===== config.mk =====
export PLATFORM = sky130hd
export DESIGN_NAME = bram_scan_seq
export DESIGN_NICKNAME = d
export VERILOG_FILES = /design/src/rtl/bram_scan_seq.sv
export SDC_FILE = /design/constraint.sdc
export NUM_CORES = 1
export LEC_CHECK = 0
export ABC_AREA = 0
export CAP_MARGIN = 40
export CORE_AREA = 2 2 201 203
export DETAILED_ROUTE_END_ITERATION = 10
export DIE_AREA = 0 0 203 205
export GPL_TIMING_DRIVEN = 0
export PLACE_DENSITY = 0.84
export SLEW_MARGIN = 25
export SYNTH_ARGS = -nofsm -noshare
export SYNTH_HDL_FRONTEND = slang
export SYNTH_SLANG_ARGS = --single-unit

===== constraint.sdc =====
create_clock -name clk -period 2.74 [get_ports clk]
set_input_delay 0.548 -clock clk [delete_from_list [all_inputs] [get_ports clk]]
set_output_delay 0.548 -clock clk [all_outputs]
set_load 0.01 [all_outputs]

===== src/rtl/bram_scan_seq.sv =====
// rtl/bram_scan_seq.sv - scan sequencer for the bit-serial BRAM ROI harness (di/stb/do chains)
// Define BRAM_SCAN_PARITY_EN to add the parity output (XOR of vec_out).
module bram_scan_seq #(
   parameter int DIN_N  = 160,
   parameter int DOUT_N = 160
) (
   input  logic              clk,
   input  logic              rst,
   input  logic              start,
   input  logic [DIN_N-1:0]  vec_in,
   output logic              busy,
   output logic              done,
   output logic [DOUT_N-1:0] vec_out,
   output logic              di,
   output logic              stb,
   input  logic              do_in
`ifdef BRAM_SCAN_PARITY_EN
   ,
   output logic              parity
`endif
);
   localparam int L  = (DIN_N > DOUT_N) ? DIN_N : DOUT_N;
   localparam int CW = $clog2(L + 1);
   localparam logic [CW-1:0] L_LAST = CW'(L - 1);
   localparam logic [CW-1:0] U_LAST = CW'(DOUT_N - 1);

   typedef enum logic [2:0] {IDLE, SHIFT, LOAD, RESHIFT, CAPT, UNLOAD, DONE} state_t;

   state_t            state_q, state_d;
   logic [CW-1:0]     cnt_q, cnt_d;
   logic [L-1:0]      vin_q, vin_d, vin_sh;
   logic [DOUT_N-1:0] shadow_q, shadow_d;
   logic [DOUT_N-1:0] vec_out_q, vec_out_d;
   logic              busy_q, busy_d;
   logic              done_q, done_d;
   logic              di_q, di_d;
   logic              stb_q, stb_d;
`ifdef BRAM_SCAN_PARITY_EN
   logic              parity_q, parity_d;
`endif

   always_comb begin
      state_d  = state_q;
      cnt_d    = cnt_q;
      vin_d    = vin_q;
      shadow_d = shadow_q;
      case (state_q)
         IDLE: begin
            if (start) begin
               state_d = SHIFT;
               cnt_d   = '0;
               vin_d   = L'(vec_in);
            end
         end
         SHIFT, RESHIFT: begin
            if (cnt_q == L_LAST) begin
               state_d = (state_q == SHIFT) ? LOAD : CAPT;
               cnt_d   = '0;
            end else begin
               cnt_d = cnt_q + 1'b1;
            end
         end
         LOAD: begin
            state_d = RESHIFT;
            cnt_d   = '0;
         end
         CAPT: begin
            state_d = UNLOAD;
            cnt_d   = '0;
         end
         UNLOAD: begin
            // First bit out of the chain is the MSB of the result
            shadow_d = {shadow_q[DOUT_N-2:0], do_in};
            if (cnt_q == U_LAST) begin
               state_d = DONE;
               cnt_d   = '0;
            end else begin
               cnt_d = cnt_q + 1'b1;
            end
         end
         DONE: begin
            state_d = IDLE;
            cnt_d   = '0;
         end
         default: begin
            state_d = IDLE;
            cnt_d   = '0;
         end
      endcase

      // Outputs are decoded from the next state so they line up with it once registered
      vin_sh    = vin_d >> (L_LAST - cnt_d);
      di_d      = ((state_d == SHIFT) || (state_d == RESHIFT)) && vin_sh[0];
      stb_d     = (state_d == LOAD) || (state_d == CAPT);
      busy_d    = (state_d != IDLE);
      done_d    = (state_d == DONE);
      vec_out_d = done_d ? shadow_d : vec_out_q;
`ifdef BRAM_SCAN_PARITY_EN
      parity_d  = done_d ? ^shadow_d : parity_q;
`endif
   end

   always_ff @(posedge clk) begin
      if (rst) begin
         state_q   <= IDLE;
         cnt_q     <= '0;
         vin_q     <= '0;
         shadow_q  <= '0;
         vec_out_q <= '0;
         busy_q    <= 1'b0;
         done_q    <= 1'b0;
         di_q      <= 1'b0;
         stb_q     <= 1'b0;
`ifdef BRAM_SCAN_PARITY_EN
         parity_q  <= 1'b0;
`endif
      end else begin
         state_q   <= state_d;
         cnt_q     <= cnt_d;
         vin_q     <= vin_d;
         shadow_q  <= shadow_d;
         vec_out_q <= vec_out_d;
         busy_q    <= busy_d;
         done_q    <= done_d;
         di_q      <= di_d;
         stb_q     <= stb_d;
`ifdef BRAM_SCAN_PARITY_EN
         parity_q  <= parity_d;
`endif
      end
   end

   assign busy    = busy_q;
   assign done    = done_q;
   assign vec_out = vec_out_q;
   assign di      = di_q;
   assign stb     = stb_q;
`ifdef BRAM_SCAN_PARITY_EN
   assign parity  = parity_q;
`endif

endmodule


== Word-level counts from Yosys, hierarchy flattened ==
Index checks and enable logic that the tools add are counted.
Widths: inputs -> output; s select.

* Register bits after elaboration: 495
* Output and inout port bits: 164

* Shift-type cells: 1
* Eq/ne operators: 11
* Reduce and logical (&&, ||, !) cells: 7
* Multiplexer cells: 11
* $add $sub $neg: 2

{| class="wikitable"
|+ Operators by type and width
! cell !! number
|-
| $mux 160 || 3
|-
| $shr 160x8->1 || 1
|-
| $mux 8 || 2
|-
| $pmux 8 s2 || 1
|-
| $pmux 3 s5 || 1
|-
| $eq 3x2->1 const B || 4
|-
| $eq 3x3->1 const B || 4
|-
| $mux 3 || 4
|-
| $add 8x1->8 const B || 1
|-
| $eq 8x8->1 const B || 1
|-
| $sub 8x8->8 const A || 1
|-
| $eq 3x1->1 const B || 2
|-
| $logic_not 3->1 || 1
|-
| $reduce_bool 3->1 || 1
|-
| $reduce_or 3->1 || 1
|-
| $logic_or 1x1->1 || 2
|-
| $reduce_or 2->1 || 1
|-
| $logic_and 1x1->1 || 1
|}

== Logic depth before layout (Yosys ltp) ==
* Word-level depth: 7
* Depth in mapped cells: 13
* Mapped depth without buffers: 13

== Worst setup path after synthesis ==
No wires, ideal clock.

* Kind: register to register
* Start point: register cnt_q[0]
* End point: register di_q (netlist: di)
* Path buffers: 1
* Setup time: 103 ps
* Required time: 2637 ps
* Clock period less this slack: 2720 ps
* Setup slack: 20 ps
* Stages on the path, launching flop included: 12
* Arrival time: 2616 ps
* Cell sequence: dfxtp_1 ha_1 and3_1 a311oi_1 nor2_1 buf_2 a211oi_1 a2111oi_0 a211o_1 nor4_1 o21ai_1 a2111oi_2

* Longest elaborated chain between the ends: 6
* Elaborated cells between the ends (all ways): 14

{| class="wikitable"
|+ RTL lines
! what !! line !! source
|-
| from (decl) || 30 || <nowiki>logic [CW-1:0] cnt_q, cnt_d;</nowiki>
|-
| from (signal assigned) || 119 || <nowiki>cnt_q <= cnt_d;</nowiki>
|-
| $add 8x1->8 / $eq 8x8->1 (equally long branches) || -- ||
|-
| $mux 8 (tied with other cells) || 56, 74 ||
|-
| $pmux 8 s2 / $pmux 3 s5 (equally long branches) || 47 || <nowiki>case (state_q)</nowiki>
|-
| $sub 8x8->8 (tied with other cells) || 92 || <nowiki>vin_sh = vin_d >> (L_LAST - cnt_d);</nowiki>
|-
| $shr 160x8->1 / $logic_or 1x1->1 (equally long branches) || 92, 93 ||
|-
| $logic_and 1x1->1 (*) || 93 || <nowiki>di_d = ((state_d == SHIFT) || (state_d == RESHIFT)) && vin_sh[0];</nowiki>
|-
| to (signal assigned) || 125 || <nowiki>di_q <= di_d;</nowiki>
|-
| to (decl) || 36 || <nowiki>logic di_q, di_d;</nowiki>
|}

Mark *: on every way between the ends. The rest lies on a longest branch, timed or not.
A chain may end at the register's enable or synchronous reset.

== Final worst setup path ==
* Start point: register cnt_q[1]
* End point: register di_q (netlist: di)

Same word-level chain as after synthesis.

==> metrics <==
Critical Path Fanout Max=10; Yosys cell types=61; Core ar.=39,370 µm²; Yosys top cell area share=about 53%; Final period util=108.2%; status=finished, violations left; Layout Cells excl Fill=about 3,100; VDD IR max=~0.46 mV; Synth area leaders=dfxtp_1 53%, mux2i_1 9.4%, nand2_1 7.8%; max_cap viols=0; CTS tree=yes; dpl cells=roughly 3,000; Clock Skew=roughly 0.027 ns; floorplan die height=about 210 µm; GPL Wtd Cong=roughly 0.91; Starting DRT DRC Count=1,425; fraction of layout cells with a size suffix above 1=about 8.6%; Mapped Area=18,680 µm²; PnR worst setup slack=-0.2237 ns; wire per inst=roughly 19 µm; arrival time at the worst endpoint=~3.4 ns; initial antenna violation count=6; ys flop type=dfxtp_1; clk_lat worst skew=0.60 ns; Worst slew margin=between 40% and 50%; Syn-to-layout area delta=33.36%; PortBufs=326; antenna-violating nets left=0; Setup crit start kind=register; Hold Violations, Final=0; hold crit path type=register to register; first-pass GRT wire length=between 90 and 100 mm; flops & latches, synth=approximately 500; DRC violations left=0; clock slew at the register clock pins of the worst setup and hold paths=around 0.070 ns; # rows=73; all-layer global routing usage=approximately 27%; Die Area=41,620 µm²; Crit. End Element=register; synth warn=0; Total Negative Setup Slacks=-0.2237 ns; WS Path Type=register to register; buffer levels on the longest clock path=3; WL final=around 58 mm; Synth Instances=between 2,000 and 2,500; dpl hpwl=approximately 41 mm; fmax=approximately 340 MHz; leading area contributor after synthesis=dfxtp_1; via count=~17,000; Horiz. Die Dim=203 µm; Synth Net Count=2,314; hold buffer count at cts=0; Tmin final=between 2 and 3 ns; H-tree levels=2; unrepaired setup endpoints after global routing=true; worst-margin pin slew=0.7702 ns; vias in the first global route=between 15,000 and 20,000; final setup vio count=1; clk root buf=clkbuf_16; CP Cell Sequence=ha_4, and3_4, a311o_1, nand2_2, buf_4, buf_6, mux2i_1, o21ai_0, o21ai_1, a21oi_1, a211oi_2, a2111oi_2; num ports=328; power density over cell area=between 600 and 700 nW/µm²; placed cell area=about 23,000 µm²; nets=2,707; failing checks=negative setup slack; Num CTS Buffers=a little over 50; Final Cell Area=between 20,000 and 25,000 µm²; static leakage=9.920 nW; slowest CP cell=a311o_1; Max stage delay on crit path=between 0.4 and 0.5 ns; Starting Density=47.46%; number of flops mapped to enable cells by yosys=0; CTS Sinks=around 500; register area share after synthesis=53.04%; pins over their slew limit=0; drt pass-1 iters=6; largest net degree at the start of global routing=17; Via density=around 5.6; Mean Syn Cell Area=slightly below 9 µm²; remaining global-route overflow=0; fraction of registers with async set/reset=0%; CP required=3.19 ns
-- registers in the layout (all words and copies together), names as in the netlist --
register / flops
vin_q: 160
done: 1
di: 1
vec_out: 160
cnt_q: 8
shadow_q: 160
busy: 1
stb: 1
state_q: 3
-- worst max-delay path: cells and delay by family (launching register included) --
| kind | cells | cell delay [ns] |
|---|---|---|
| compound gates | 6 | 1.35 |
| fa+ha+maj | 1 | 0.16 |
| buf+inv | 2 | 0.44 |
| flops | 1 | 0.35 |
| mux | 1 | 0.20 |
| simple gates | 2 | 0.29 |
-- worst paths after layout --
check / slack, ns / startpoint / depth (start not counted) / end
worst max-delay path: -0.22 / cnt_q[1]$_SDFF_PP0_ / 12 / di$_SDFF_PP0_
worst min-delay path: 0.45 / vin_q[67]$_SDFF_PP0_ / 2 / vin_q[67]$_SDFF_PP0_
worst max register to register: -0.22 / cnt_q[1]$_SDFF_PP0_ / 12 / di$_SDFF_PP0_
worst min register to register: 0.45 / vin_q[67]$_SDFF_PP0_ / 2 / vin_q[67]$_SDFF_PP0_
-- kinds of logic (layout without fill, tap and decap cells) --
| logic type | after synthesis | in the layout | share of synthesized area [%] |
|---|---|---|---|
| other | 0 | 2 | 0 |
| muxes | 178 | 178 | 9.550 |
| DFF | 495 | 495 | 53.04 |
| xor gates and xnor gates | 3 | 3 | 0.1407 |
| AOI/OAI and AO/OA | 437 | 437 | 15.10 |
| buffers and inverters | 180 | 616 | 3.891 |
| and+or+nand+nor | 853 | 853 | 18.15 |
| adders and majority gates | 2 | 2 | 0.1339 |
-- report_power, final --
group / internal, W / switching [W]
logic: 0.000529 / 0.000725
registers: 0.00734 / 0.0000792
clock network: 0.00402 / 0.00294
total: 0.0119 / 0.00374
-- synth_stat cells (3+ instances only) --
cell and number:
o32ai_1 3, a31oi_1 16, clkbuf_1 136, a211oi_1 174, nor2_1 368, xor2_1 3
a311oi_1 5, nor4_1 8, buf_2 17, a21oi_1 181, nand2_1 388, o311ai_0 4
buf_1 19, o21ai_0 16, and3_1 14, nand3_1 21, nor3b_1 3, o22ai_1 4
buf_4 4, mux2i_1 176, dfxtp_1 495, nor3_1 33, nor2b_1 4
-- per-stage QoR --
stage                     hold WS (ns)  power [W]  utilization [%]  setup slack (ns)
final                           0.4509    0.01563            63.29           -0.2237
after global routing            0.4700    0.01609            63.28           -0.2272
after CTS                       0.4520    0.01564            63.06          -0.07119
after detailed placement        0.4452   0.008664            57.42            -1.510
after global placement          0.4396   0.008638            57.42            -1.416
after floorplan                 0.4313   0.008134                -           0.02044
-- cell usage in the layout, fill, tap and decap left out, types with 14 or more instances in the layout --
cell type	synthesis	routed
mux2i_1	176	175
nor3_1	33	30
buf_4	4	23
clkdlybuf4s50_1	0	326
buf_1	19	16
nand2_1	388	384
nor2_1	368	367
a31oi_1	16	16
dfxtp_1	495	487
clkbuf_1	136	104
a211oi_1	174	168
a21oi_1	181	180
clkbuf_2	0	32
clkinv_2	0	14
clkbuf_16	0	51
nand3_1	21	21
-- routing by layer --
layer | global-route usage, % | wire, µm
met3 | 7.509 | 5748
met2 | 44.96 | 26680
met5 | 0 | 51
met1 | 32.69 | 22850
met4 | 14.34 | 3060
-- repair_timing --
item / CTS / global route
gates resized for setup: 129 / 53
endpoints found under the setup margin: 329 / 172
buffers inserted: 12 / 4
gates cloned: 1 / 0
pin swaps: 20 / 12
-- layout make-up --
class,count,area (µm²)
Tap cell,525,656.9
Fill cell,3094,14450
Buffer,175,910.9
Clock buffer,73,1459
Clock inverter,23,237.7
Sequential cell,495,9925
Inverter,2,7.507
Antenna cell,2,5.005
Timing Repair Buffer,343,3406
Multi-Input combinational cell,1473,8308
(Power assumes the default switching activity.)
